[src/rtl/buffet_pkg.sv]
// Shared definitions for the buffet filler.
// Contents: the FSM state encoding and helper functions that size the credit and
// in-flight counters from the block parameters.
package buffet_pkg;

  typedef enum logic [1:0] {
    IDLE  = 2'd0,
    RUN   = 2'd1,
    DRAIN = 2'd2
  } state_e;

  // One extra bit so a full buffet (SIZE == 2**IDX_WIDTH) still fits.
  function automatic int credit_width(input int idx_width);
    return idx_width + 1;
  endfunction

  // One extra bit so the counter can hold MAX_OUTSTANDING itself.
  function automatic int inflight_width(input int max_outstanding);
    return $clog2(max_outstanding) + 1;
  endfunction

endpackage

[src/rtl/buffet_filler_if.sv]
// Handshake bundle between the fill engine, its command source, the backing
// memory and the buffet push/credit ports.
//   master : fill-engine side (drives requests, pushes, cmd_ready, credit_ready)
//   slave  : environment side (command source, memory, buffet)
interface buffet_filler_if #(
  parameter int MEM_ADDR_WIDTH = 32,
  parameter int LEN_WIDTH      = 16,
  parameter int DATA_WIDTH     = 32,
  parameter int IDX_WIDTH      = 4
) ();
  logic [MEM_ADDR_WIDTH-1:0] cmd_addr_i;
  logic [LEN_WIDTH-1:0]      cmd_len_i;
  logic                      cmd_valid_i;
  logic                      cmd_ready_o;

  logic [MEM_ADDR_WIDTH-1:0] mem_req_addr_o;
  logic                      mem_req_valid_o;
  logic                      mem_req_ready_i;
  logic [DATA_WIDTH-1:0]     mem_resp_data_i;
  logic                      mem_resp_valid_i;
  logic                      mem_resp_ready_o;

  logic [DATA_WIDTH-1:0]     push_data;
  logic                      push_data_valid;
  logic                      push_data_ready;
  logic [IDX_WIDTH-1:0]      credit_out;
  logic                      credit_valid;
  logic                      credit_ready;

  modport master (
    input  cmd_addr_i, cmd_len_i, cmd_valid_i,
    output cmd_ready_o,
    output mem_req_addr_o, mem_req_valid_o,
    input  mem_req_ready_i,
    input  mem_resp_data_i, mem_resp_valid_i,
    output mem_resp_ready_o,
    output push_data, push_data_valid,
    input  push_data_ready,
    input  credit_out, credit_valid,
    output credit_ready
  );

  modport slave (
    output cmd_addr_i, cmd_len_i, cmd_valid_i,
    input  cmd_ready_o,
    input  mem_req_addr_o, mem_req_valid_o,
    output mem_req_ready_i,
    output mem_resp_data_i, mem_resp_valid_i,
    input  mem_resp_ready_o,
    input  push_data, push_data_valid,
    output push_data_ready,
    output credit_out, credit_valid,
    input  credit_ready
  );
endinterface

[src/rtl/fifo.sv]
// Synchronous FIFO with registered storage; read data comes straight from the
// head entry so it is stable while the reader stalls.
//   clk, reset_i              : clock, synchronous active-high reset
//   wr_data_i/valid_i/ready_o : write side, ready low when full
//   rd_data_o/valid_o/ready_i : read side, valid high when non-empty
// FIFO_DEPTH must be a power of 2 (pointers wrap naturally).
module fifo #(
  parameter int DATA_WIDTH = 32,
  parameter int FIFO_DEPTH = 4
) (
  input  logic                  clk,
  input  logic                  reset_i,
  input  logic [DATA_WIDTH-1:0] wr_data_i,
  input  logic                  wr_valid_i,
  output logic                  wr_ready_o,
  output logic [DATA_WIDTH-1:0] rd_data_o,
  output logic                  rd_valid_o,
  input  logic                  rd_ready_i
);
  localparam int AW = $clog2(FIFO_DEPTH);

  logic [DATA_WIDTH-1:0] mem_q [FIFO_DEPTH];
  logic [AW-1:0]         wptr_q, rptr_q;
  logic [AW:0]           cnt_q;
  logic                  wr, rd;

  assign wr_ready_o = (cnt_q != (AW+1)'(FIFO_DEPTH));
  assign rd_valid_o = (cnt_q != '0);
  assign rd_data_o  = mem_q[rptr_q];
  assign wr         = wr_valid_i && wr_ready_o;
  assign rd         = rd_valid_o && rd_ready_i;

  always_ff @(posedge clk) begin
    if (wr) mem_q[wptr_q] <= wr_data_i;
  end

  always_ff @(posedge clk) begin
    if (reset_i) begin
      wptr_q <= '0;
      rptr_q <= '0;
      cnt_q  <= '0;
    end else begin
      if (wr) wptr_q <= wptr_q + AW'(1);
      if (rd) rptr_q <= rptr_q + AW'(1);
      cnt_q <= cnt_q + (AW+1)'(wr) - (AW+1)'(rd);
    end
  end
endmodule

[src/rtl/buffet_filler.sv]
// Credit-gated fill engine: takes (addr, len) commands, reads len words from the
// backing memory in address order and pushes them into a buffet, spending one
// credit per word request and replenishing from the buffet's credit return.
//   clk, reset_i : clock, synchronous active-high reset
//   bus          : command, memory request/response, buffet push and credit ports
//   busy_o       : engine not idle
//   done_o       : one-cycle pulse when a command has fully completed
module buffet_filler
  import buffet_pkg::*;
#(
  parameter int IDX_WIDTH       = 4,
  parameter int DATA_WIDTH      = 32,
  parameter int SIZE            = 8,
  parameter int MEM_ADDR_WIDTH  = 32,
  parameter int LEN_WIDTH       = 16,
  parameter int MAX_OUTSTANDING = 4
) (
  input  logic              clk,
  input  logic              reset_i,
  buffet_filler_if.master   bus,
  output logic              busy_o,
  output logic              done_o
);
  localparam int CREDIT_WIDTH   = credit_width(IDX_WIDTH);
  localparam int INFLIGHT_WIDTH = inflight_width(MAX_OUTSTANDING);

  state_e                    state_q, state_d;
  logic [MEM_ADDR_WIDTH-1:0] addr_q, addr_d;
  logic [LEN_WIDTH-1:0]      rem_q, rem_d;
  logic [CREDIT_WIDTH-1:0]   credits_q, credits_d;
  logic [INFLIGHT_WIDTH-1:0] inflight_q, inflight_d;
  logic                      done_q, done_d;
  logic                      req_hs, push_hs;

  // Request valid depends on registered state only; credits can only grow and
  // in-flight can only shrink without a handshake, so it holds once raised.
  assign bus.mem_req_valid_o = (state_q == RUN) && (credits_q != '0) &&
                               (inflight_q < INFLIGHT_WIDTH'(MAX_OUTSTANDING));
  assign bus.mem_req_addr_o  = addr_q;
  assign bus.cmd_ready_o     = (state_q == IDLE);
  assign bus.credit_ready    = 1'b1;
  assign busy_o              = (state_q != IDLE);
  // done_q covers zero-length commands; the DRAIN term fires the cycle after
  // the last push and is a single cycle because DRAIN then leaves to IDLE.
  assign done_o              = done_q || ((state_q == DRAIN) && (inflight_q == '0));

  assign req_hs  = bus.mem_req_valid_o && bus.mem_req_ready_i;
  assign push_hs = bus.push_data_valid && bus.push_data_ready;

  // In-flight is capped at the FIFO depth, so mem_resp_ready_o never drops
  // while a response is still owed.
  fifo #(
    .DATA_WIDTH (DATA_WIDTH),
    .FIFO_DEPTH (MAX_OUTSTANDING)
  ) u_resp_fifo (
    .clk        (clk),
    .reset_i    (reset_i),
    .wr_data_i  (bus.mem_resp_data_i),
    .wr_valid_i (bus.mem_resp_valid_i),
    .wr_ready_o (bus.mem_resp_ready_o),
    .rd_data_o  (bus.push_data),
    .rd_valid_o (bus.push_data_valid),
    .rd_ready_i (bus.push_data_ready)
  );

  always_comb begin
    credits_d = credits_q - CREDIT_WIDTH'(req_hs) +
                (bus.credit_valid ? CREDIT_WIDTH'(bus.credit_out) : '0);
    inflight_d = inflight_q;
    case ({req_hs, push_hs})
      2'b10:   inflight_d = inflight_q + INFLIGHT_WIDTH'(1);
      2'b01:   inflight_d = inflight_q - INFLIGHT_WIDTH'(1);
      default: inflight_d = inflight_q;
    endcase
  end

  always_comb begin
    state_d = state_q;
    addr_d  = addr_q;
    rem_d   = rem_q;
    done_d  = 1'b0;
    case (state_q)
      IDLE: begin
        if (bus.cmd_valid_i) begin
          if (bus.cmd_len_i == '0) begin
            done_d = 1'b1;
          end else begin
            addr_d  = bus.cmd_addr_i;
            rem_d   = bus.cmd_len_i;
            state_d = RUN;
          end
        end
      end
      RUN: begin
        if (req_hs) begin
          addr_d = addr_q + MEM_ADDR_WIDTH'(1);
          rem_d  = rem_q - LEN_WIDTH'(1);
          if (rem_q == LEN_WIDTH'(1)) state_d = DRAIN;
        end
      end
      DRAIN: begin
        if (inflight_q == '0) state_d = IDLE;
      end
      default: state_d = IDLE;
    endcase
  end

  always_ff @(posedge clk) begin
    if (reset_i) begin
      state_q    <= IDLE;
      addr_q     <= '0;
      rem_q      <= '0;
      credits_q  <= CREDIT_WIDTH'(SIZE);
      inflight_q <= '0;
      done_q     <= 1'b0;
    end else begin
      state_q    <= state_d;
      addr_q     <= addr_d;
      rem_q      <= rem_d;
      credits_q  <= credits_d;
      inflight_q <= inflight_d;
      done_q     <= done_d;
    end
  end
endmodule

[src/flat_wrapper.sv]
// flat-port wrapper written by rule: the top's interface ports become plain ports
module buffet_filler_flat import buffet_pkg::*;
#(
  parameter int IDX_WIDTH       = 4,
  parameter int DATA_WIDTH      = 32,
  parameter int SIZE            = 8,
  parameter int MEM_ADDR_WIDTH  = 32,
  parameter int LEN_WIDTH       = 16,
  parameter int MAX_OUTSTANDING = 4
)
  (clk, reset_i, busy_o, done_o, bus_cmd_addr_i, bus_cmd_len_i, bus_cmd_valid_i, bus_cmd_ready_o, bus_mem_req_addr_o, bus_mem_req_valid_o, bus_mem_req_ready_i, bus_mem_resp_data_i, bus_mem_resp_valid_i, bus_mem_resp_ready_o, bus_push_data, bus_push_data_valid, bus_push_data_ready, bus_credit_out, bus_credit_valid, bus_credit_ready);
  buffet_filler_if #(.MEM_ADDR_WIDTH(MEM_ADDR_WIDTH), .LEN_WIDTH(LEN_WIDTH), .DATA_WIDTH(DATA_WIDTH), .IDX_WIDTH(IDX_WIDTH)) bus_i ();
  input  logic clk;
  input  logic reset_i;
  output logic busy_o;
  output logic done_o;
  input wire logic [$bits(bus_i.cmd_addr_i)-1:0] bus_cmd_addr_i;
  input wire logic [$bits(bus_i.cmd_len_i)-1:0] bus_cmd_len_i;
  input wire logic [$bits(bus_i.cmd_valid_i)-1:0] bus_cmd_valid_i;
  output wire logic [$bits(bus_i.cmd_ready_o)-1:0] bus_cmd_ready_o;
  output wire logic [$bits(bus_i.mem_req_addr_o)-1:0] bus_mem_req_addr_o;
  output wire logic [$bits(bus_i.mem_req_valid_o)-1:0] bus_mem_req_valid_o;
  input wire logic [$bits(bus_i.mem_req_ready_i)-1:0] bus_mem_req_ready_i;
  input wire logic [$bits(bus_i.mem_resp_data_i)-1:0] bus_mem_resp_data_i;
  input wire logic [$bits(bus_i.mem_resp_valid_i)-1:0] bus_mem_resp_valid_i;
  output wire logic [$bits(bus_i.mem_resp_ready_o)-1:0] bus_mem_resp_ready_o;
  output wire logic [$bits(bus_i.push_data)-1:0] bus_push_data;
  output wire logic [$bits(bus_i.push_data_valid)-1:0] bus_push_data_valid;
  input wire logic [$bits(bus_i.push_data_ready)-1:0] bus_push_data_ready;
  input wire logic [$bits(bus_i.credit_out)-1:0] bus_credit_out;
  input wire logic [$bits(bus_i.credit_valid)-1:0] bus_credit_valid;
  output wire logic [$bits(bus_i.credit_ready)-1:0] bus_credit_ready;
  assign bus_i.cmd_addr_i = bus_cmd_addr_i;
  assign bus_i.cmd_len_i = bus_cmd_len_i;
  assign bus_i.cmd_valid_i = bus_cmd_valid_i;
  assign bus_cmd_ready_o = bus_i.cmd_ready_o;
  assign bus_mem_req_addr_o = bus_i.mem_req_addr_o;
  assign bus_mem_req_valid_o = bus_i.mem_req_valid_o;
  assign bus_i.mem_req_ready_i = bus_mem_req_ready_i;
  assign bus_i.mem_resp_data_i = bus_mem_resp_data_i;
  assign bus_i.mem_resp_valid_i = bus_mem_resp_valid_i;
  assign bus_mem_resp_ready_o = bus_i.mem_resp_ready_o;
  assign bus_push_data = bus_i.push_data;
  assign bus_push_data_valid = bus_i.push_data_valid;
  assign bus_i.push_data_ready = bus_push_data_ready;
  assign bus_i.credit_out = bus_credit_out;
  assign bus_i.credit_valid = bus_credit_valid;
  assign bus_credit_ready = bus_i.credit_ready;
  buffet_filler #(.IDX_WIDTH(IDX_WIDTH), .DATA_WIDTH(DATA_WIDTH), .SIZE(SIZE), .MEM_ADDR_WIDTH(MEM_ADDR_WIDTH), .LEN_WIDTH(LEN_WIDTH), .MAX_OUTSTANDING(MAX_OUTSTANDING)) u_core (.clk(clk), .reset_i(reset_i), .bus(bus_i), .busy_o(busy_o), .done_o(done_o));
endmodule
[config.mk]
export PLATFORM = sky130hd
export DESIGN_NAME = buffet_filler_flat
export DESIGN_NICKNAME = d
export VERILOG_FILES = /design/src/rtl/buffet_pkg.sv /design/src/rtl/buffet_filler_if.sv /design/src/rtl/fifo.sv /design/src/rtl/buffet_filler.sv /design/src/flat_wrapper.sv
export SDC_FILE = /design/constraint.sdc
export NUM_CORES = 1
export LEC_CHECK = 0
export ABC_CLOCK_PERIOD_IN_PS = 3100
export CAP_MARGIN = 40
export CELL_PAD_IN_SITES_DETAIL_PLACEMENT = 0
export CELL_PAD_IN_SITES_GLOBAL_PLACEMENT = 1
export CORE_MARGIN = 2
export CORE_UTILIZATION = 35
export DETAILED_ROUTE_END_ITERATION = 7
export PLACE_DENSITY = 0.72
export SYNTH_ARGS = -nofsm -noshare
export SYNTH_HDL_FRONTEND = slang
export SYNTH_SLANG_ARGS = --single-unit
[constraint.sdc]
create_clock -name clk -period 3.1 [get_ports clk]
set_input_delay 0.31 -clock clk [delete_from_list [all_inputs] [get_ports clk]]
set_output_delay 0.31 -clock clk [all_outputs]
set_load 0.005 [all_outputs]
==> results_dict.tcl, run 1 <==
set metrics [dict create \
    cp_slowest_stage_delay_ns 0.55 \
    cts-root-buf "sky130_fd_sc_hd__clkbuf_16" \
    irDropWorstVdd_uv 292 \
    postSynth.topFlopCell "sky130_fd_sc_hd__edfxtp_1" \
    power.leakage_nw 3.98 \
    mappedNetlistArea_mm2 0.00902 \
    timing.critical_path.required_ns 3.42 \
    detailroute.via_count 6473 \
    master_of_the_slowest_instance_on_the_critical_path "sky130_fd_sc_hd__or4_4" \
    initial_antenna_violation_count 0 \
    worstSkewPairLatency_ns 0.43 \
    floorplan.die_area_mm2 0.0271 \
    die_h_um 165 \
    netlist-cell-type-count 64 \
    cap_violations 0 \
    report.final.hold_viol_count 0 \
    async_reset_ff_share_pct 0 \
    clock_tree.buffer_depth 2 \
    drt_pre_antenna_iters 6 \
    finalSetupTns_ns 0 \
    post-cts-setup-buffers 0 \
    detail_route.wirelength_um 22300 \
    clk_pin_slew_ns 0.08 \
    status "finished, final reports clean" \
    final-setup-viol-count 0 \
    period_share_pct 89.1 \
    timing.clock.skew_ns 0.0116 \
    worstSetupEndpointType "flop" \
    route.antenna.remaining_nets 0 \
    drc 0 \
    dpl.cell_count 1216 \
    relSlewSlack_pct 45.5 \
    yosys_warnings 0 \
    setup.worst_path.start "u_core.credits_q[1]$_SDFF_PP0_" \
    unrepaired_setup_endpoints_after_global_routing "no" \
    cts.hold.buffers_added 0 \
    layout_min_cycle_time_ns 2.76 \
    achievable-frequency_mhz 362 \
    dpl_cell_area_mm2 0.0110 \
    cts_h_tree_lvls 4 \
    grt_pass1_wl_um 34500 \
    post_synth_main_area_contributors "sky130_fd_sc_hd__edfxtp_1 (43%), sky130_fd_sc_hd__dfxtp_1 (15%), sky130_fd_sc_hd__mux4_2 (8.0%)" \
    finalNetCount 1017 \
    routed_via_density 5.19 \
    worst-endpoint-arrival_ns 3.08 \
    worst-r2r-cell-count 13 \
    area_growth_syn_to_layout_pct 28.7 \
    grt_pass1_vias 6397 \
    drt-wirelength-per-cell_um 17.9 \
    largest_fanout_of_any_net_on_the_critical_path 8 \
    dr.first_iter.drc_count 419 \
    tightestPinTransition_ns 0.817 \
    pwr_density_cell_mw_per_mm2 670 \
    grt_usage_pct 16.6 \
    final.hold.worst_slack_ns 0.382 \
    core_area_mm2 0.0253 \
    post_cts_resized 0 \
    fp-row-count 58 \
    fin_cells 1248 \
    hold_path_startpoint "reset_i" \
    timing.critical_path.cells "or4_4, o21ai_4, inv_2, ha_1, inv_1, ha_1, inv_1, fa_1, inv_1, a21o_1, a21oi_1, xnor2_1, nor2_1" \
    ys_ff_latch 196 \
    sequential_element_share_of_the_synthesized_area_pct 57.7 \
    gpl.final_weighted_congestion 0.791 \
    numPortBuffers 160 \
    critical_path.reg2reg.startpoint "u_core.credits_q[1]$_SDFF_PP0_" \
    crit_path_frequent_cell "sky130_fd_sc_hd__inv_1" \
    detailedPlacementHpwl_um 15200 \
    report.final.slew_viol_count 0 \
    tritoncts "yes" \
    post-synth-top-area-cell "sky130_fd_sc_hd__edfxtp_1" \
    post_synth_edffs 128 \
    tritoncts.num_buffers 17 \
    syn-instance-count 756 \
    mappedNetlistNets 868 \
    startpoint_type "flop" \
    cts.sink_count 196 \
    die_width_um 165 \
    crit-reg2reg-capture "u_core.credits_q[4]$_SDFF_PP0_" \
    diodes 0 \
    grt_max_degree 67 \
    initial_utilization_pct 35.7 \
    share_of_final_layout_standard_cells_stronger_than_drive_strength_1_pct 12.2 \
    timing.setup.critical_path_class "reg2reg" \
    crit_path_end "u_core.credits_q[4]$_SDFF_PP0_" \
    rrSetupSlack_ns 0.34 \
    layout.cell_area.non_filler_mm2 0.0116 \
    post-synth-top-area-fraction_pct 42.6 \
    io_pins 162 \
    holdPathStages 2 \
    holdCritPathClass "in2reg" \
    syn-mean-instance-area_um2 11.9 \
    globalRouteOverflowTotal 0 \
]
==> layout make-up <==
type	count	area [µm²]
repair buffers	178	1770
multi-input cells	483	3490
flip-flops and latches	196	5210
fillers	2364	13600
well taps	330	413
inverters	29	109
clock buffers	17	425
clock inverters	15	194
==> worst min path at each step <==
stage | endpoint
finish | u_core.inflight_q[2]$_SDFFE_PP0P_
global route | u_core.bus.mem_req_addr_o[28]$_SDFFE_PP0P_
CTS | u_core.inflight_q[2]$_SDFFE_PP0P_
detailed placement | u_core.rem_q[15]$_SDFFE_PP0P_
global placement | u_core.rem_q[6]$_SDFFE_PP0P_
floorplan | u_core.u_resp_fifo.mem_q[0][0]$_DFFE_PP_
==> power breakdown <==
group	switching, mW	internal (mW)	total, mW
clock	1.15	1.11	2.27
combinational	0.959	1.23	2.19
sequential	0.217	3.11	3.33
total	2.33	5.45	7.78
==> worst max-delay path, delay by kind of cell, from the launching register on <==
kind,cells,cell delay (ns)
adders and majority gates,3,0.83
and+or+nand+nor,2,0.60
AOI/OAI and AO/OA,3,0.44
DFF,1,0.32
buffers and inverters,4,0.31
xor gates and xnor gates,1,0.15
==> cells in the final DEF (no fill, tap or decap), types with 11 or more instances in the layout <==
cell type and instances:
sky130_fd_sc_hd__clkdlybuf4s50_1 159, sky130_fd_sc_hd__edfxtp_1 128, sky130_fd_sc_hd__a21oi_1 68, sky130_fd_sc_hd__dfxtp_1 67, sky130_fd_sc_hd__nor2_1 62, sky130_fd_sc_hd__nand2_1 50
sky130_fd_sc_hd__mux4_2 32, sky130_fd_sc_hd__inv_1 28, sky130_fd_sc_hd__o21ai_0 28, sky130_fd_sc_hd__nand4_1 19, sky130_fd_sc_hd__nor3_1 18, sky130_fd_sc_hd__ha_1 18
sky130_fd_sc_hd__a21o_1 17, sky130_fd_sc_hd__nand3_1 17, sky130_fd_sc_hd__clkbuf_16 17, sky130_fd_sc_hd__buf_4 15, sky130_fd_sc_hd__a31oi_1 13, sky130_fd_sc_hd__nor4_1 11
==> registers in the layout (all words and copies together), names as in the netlist, named ones only <==
signal and cells:
u_core.credits_q 5, u_core.state_q 2, u_core.u_resp_fifo.wptr_q 2, u_core.done_q 1
u_core.u_resp_fifo.cnt_q 3, u_core.u_resp_fifo.rptr_q 2, u_core.bus.mem_req_addr_o 32, u_core.u_resp_fifo.mem_q 128
u_core.inflight_q 3, u_core.rem_q 16
==> per-layer routing <==
metal | global-route usage (%) | vias to the layer above | routed length (µm)
li1 | - | 3139 | -
met1 | 22.6 | 3115 | 10300
met2 | 26.4 | 194 | 10300
met3 | 3.54 | 25 | 1320
met4 | 5.77 | 0 | 410
met5 | 0 | - | 0
==> through the flow <==
stage               util [%]  power [mW]  setup slack [ns]
floorplan                  -        4.61             0.547
global placement        43.5        5.60             0.342
detailed placement      43.5        5.62             0.341
CTS                     46.0        7.89             0.323
global route            46.0        8.23             0.191
finish                  46.0        7.78             0.339
==> cells by family (layout without fill, tap and decap cells) <==
family,count (synthesis),in the layout,share of synthesized area [%]
buffers and inverters,77,239,3.77
multiplexers,36,36,8.43
flip-flops,196,196,57.7
other,1,1,0.0416
adder cells (fa/ha/maj),21,21,3.16
XOR/XNOR,11,11,1.07
AO/OA/AOI/OAI,168,168,11.5
AND/OR/NAND/NOR,246,246,14.3
==> Yosys cell counts, drive strengths merged (2+ instances only) <==
cell and instances:
nor3 23, a311oi 2, a211oi 8, fa 3, ha 18, edfxtp 128
nand4 19, nand2b 9, nor2 62, a22o 3, o31ai 2, o21ai 36
or3 6, and2 8, nor3b 4, o21a 2, o31a 2, dfxtp 68
nor2b 4, xor2 6, and3 9, a31oi 13, xnor2 5, clkbuf 28
inv 29, a21o 17, o32ai 4, mux4 32, a32oi 2, a21oi 69
buf 20, nand3 17, or2 9, mux2i 4, a32o 2, or4 4
and4 5, nand2 50, nor4 12
No activity file was read; power rests on OpenSTA's default activity.
==> inputs of run 2 (changes only) <==
- ABC_CLOCK_PERIOD_IN_PS: 3100 -> not set
- SETUP_SLACK_MARGIN: not set -> 0.02
==> results of run 2 <==
No change in the layout: final DEF, timing and power equal those of run 1.
==> inputs of run 3 (changes only) <==
- CORE_MARGIN: 2 -> 5
==> results_dict.tcl, run 3 (synthesis results as in run 1) <==
set metrics [dict create \
    fin_cells 1251 \
    holdCritPathClass "in2reg" \
    worst-r2r-cell-count 13 \
    most-common-layout-cells "sky130_fd_sc_hd__clkdlybuf4s50_1 (159), sky130_fd_sc_hd__edfxtp_1 (128), sky130_fd_sc_hd__a21oi_1 (68), sky130_fd_sc_hd__dfxtp_1 (67), sky130_fd_sc_hd__nor2_1 (62)" \
    grt_max_degree 50 \
    final-setup-viol-count 0 \
    initial_antenna_violation_count 1 \
    post_cts_resized 0 \
    crit_path_end "u_core.credits_q[4]$_SDFF_PP0_" \
    share_of_final_layout_standard_cells_stronger_than_drive_strength_1_pct 12.5 \
    floorplan.die_area_mm2 0.0291 \
    worst-endpoint-arrival_ns 3.07 \
    grt_usage_pct 15.7 \
    drt_pre_antenna_iters 5 \
    detailedPlacementHpwl_um 15900 \
    largest_fanout_of_any_net_on_the_critical_path 8 \
    finalSetupTns_ns 0 \
    detail_route.wirelength_um 22900 \
    core_area_mm2 0.0253 \
    globalRouteOverflowTotal 0 \
    holdPathStages 2 \
    timing.critical_path.required_ns 3.40 \
    worstSetupEndpointType "flop" \
    area_growth_syn_to_layout_pct 28.6 \
    achievable-frequency_mhz 360 \
    fp-row-count 58 \
    finalNetCount 1020 \
    rrSetupSlack_ns 0.33 \
    drt-wirelength-per-cell_um 18.3 \
    die_h_um 171 \
    detailroute.via_count 6536 \
    post-cts-setup-buffers 0 \
    period_share_pct 89.5 \
    power.leakage_nw 3.98 \
    report.final.hold_viol_count 0 \
    grt_pass1_vias 6530 \
    dr.first_iter.drc_count 388 \
    largest_register_ffs 128 \
    drc 0 \
    tritoncts.num_buffers 17 \
    startpoint_type "flop" \
    timing.clock.skew_ns 0.0169 \
    grt_pass1_wl_um 35900 \
    worstSkewPairLatency_ns 0.43 \
    cts-root-buf "sky130_fd_sc_hd__clkbuf_16" \
    tritoncts "yes" \
    relSlewSlack_pct 42.8 \
    report.final.slew_viol_count 0 \
    clock_tree.buffer_depth 2 \
    cts_h_tree_lvls 4 \
    gpl.final_weighted_congestion 0.805 \
    route.antenna.remaining_nets 0 \
    die_width_um 171 \
    mostFrequentLayoutCell "sky130_fd_sc_hd__clkdlybuf4s50_1" \
    cap_violations 0 \
    largest_register "u_core.u_resp_fifo.mem_q" \
    io_pins 162 \
    crit-reg2reg-capture "u_core.credits_q[4]$_SDFF_PP0_" \
    routed_via_density 5.22 \
    critical_path.reg2reg.startpoint "u_core.credits_q[1]$_SDFF_PP0_" \
    cts.hold.buffers_added 0 \
    dpl.cell_count 1219 \
    tightestPinTransition_ns 0.858 \
    irDropWorstVdd_uv 404 \
    layout_min_cycle_time_ns 2.77 \
    clk_pin_slew_ns 0.07 \
    cts.sink_count 196 \
    status "finished, final reports clean" \
    pwr_density_cell_mw_per_mm2 663 \
    diodes 0 \
    numPortBuffers 160 \
    setup.worst_path.start "u_core.credits_q[1]$_SDFF_PP0_" \
    timing.setup.critical_path_class "reg2reg" \
    initial_utilization_pct 35.7 \
    unrepaired_setup_endpoints_after_global_routing "no" \
]
[run 3: metrics by stage]
step           hold WS (ns)  worst slack, ns  utilization (%)  power [mW]  area, µm²
2_1_floorplan         0.409            0.547                -        4.61       9020
3_3_place_gp          0.464            0.324             43.6        5.60      11000
3_5_place_dp          0.477            0.299             43.6        5.62      11000
4_1_cts               0.358            0.272             46.0        7.83      11600
5_1_grt               0.378            0.133             46.0        8.16      11600
6_report              0.363            0.326             46.0        7.70      11600
[run 3: per-layer routing]
metal,global-route usage (%),vias up,part of all wire [%]
met5,0,-,0.031
met1,21.3,3173,44
met4,3.92,2,1.0
met2,25.4,183,48
met3,3.86,25,7.0
li1,-,3153,-
[run 3: worst max-delay path: stages (launching register included)]
cell                      delay (ns)
sky130_fd_sc_hd__dfxtp_1        0.32
sky130_fd_sc_hd__or4_4          0.55
sky130_fd_sc_hd__o21ai_4        0.26
sky130_fd_sc_hd__inv_2          0.13
sky130_fd_sc_hd__ha_1           0.29
sky130_fd_sc_hd__inv_1          0.06
sky130_fd_sc_hd__ha_1           0.16
sky130_fd_sc_hd__inv_1          0.05
sky130_fd_sc_hd__fa_1           0.39
sky130_fd_sc_hd__inv_1          0.07
sky130_fd_sc_hd__a21o_1         0.10
sky130_fd_sc_hd__a21oi_1        0.07
sky130_fd_sc_hd__xnor2_1        0.16
sky130_fd_sc_hd__nor2_1         0.05
[run 3: area by class of cell]
class / count / area [µm²]
clock buffers: 17 / 425
well taps: 330 / 413
flip-flops and latches: 196 / 5210
multi-input cells: 483 / 3490
fillers: 2405 / 13600
clock inverters: 15 / 166
repair buffers: 181 / 1790
inverters: 29 / 109
[run 3: power breakdown]
| group | switching, mW | total (mW) | leakage (nW) | internal [mW] |
|---|---|---|---|---|
| Sequential | 0.209 | 3.32 | 1.73 | 3.11 |
| Combinational | 0.968 | 2.19 | 1.96 | 1.22 |
| Clock | 1.09 | 2.19 | 0.288 | 1.09 |
[run 3: how the worst min path moves through the flow]
stage	startpoint	to	slack (ns)
2_1_floorplan	bus_mem_resp_data_i[0]	u_core.u_resp_fifo.mem_q[0][0]$_DFFE_PP_	0.41
3_3_place_gp	u_core.rem_q[6]$_SDFFE_PP0P_	u_core.rem_q[6]$_SDFFE_PP0P_	0.46
3_5_place_dp	u_core.rem_q[6]$_SDFFE_PP0P_	u_core.rem_q[6]$_SDFFE_PP0P_	0.48
4_1_cts	reset_i	u_core.u_resp_fifo.cnt_q[1]$_SDFF_PP0_	0.36
5_1_grt	reset_i	flop	0.38
6_report	reset_i	u_core.u_resp_fifo.cnt_q[1]$_SDFF_PP0_	0.36
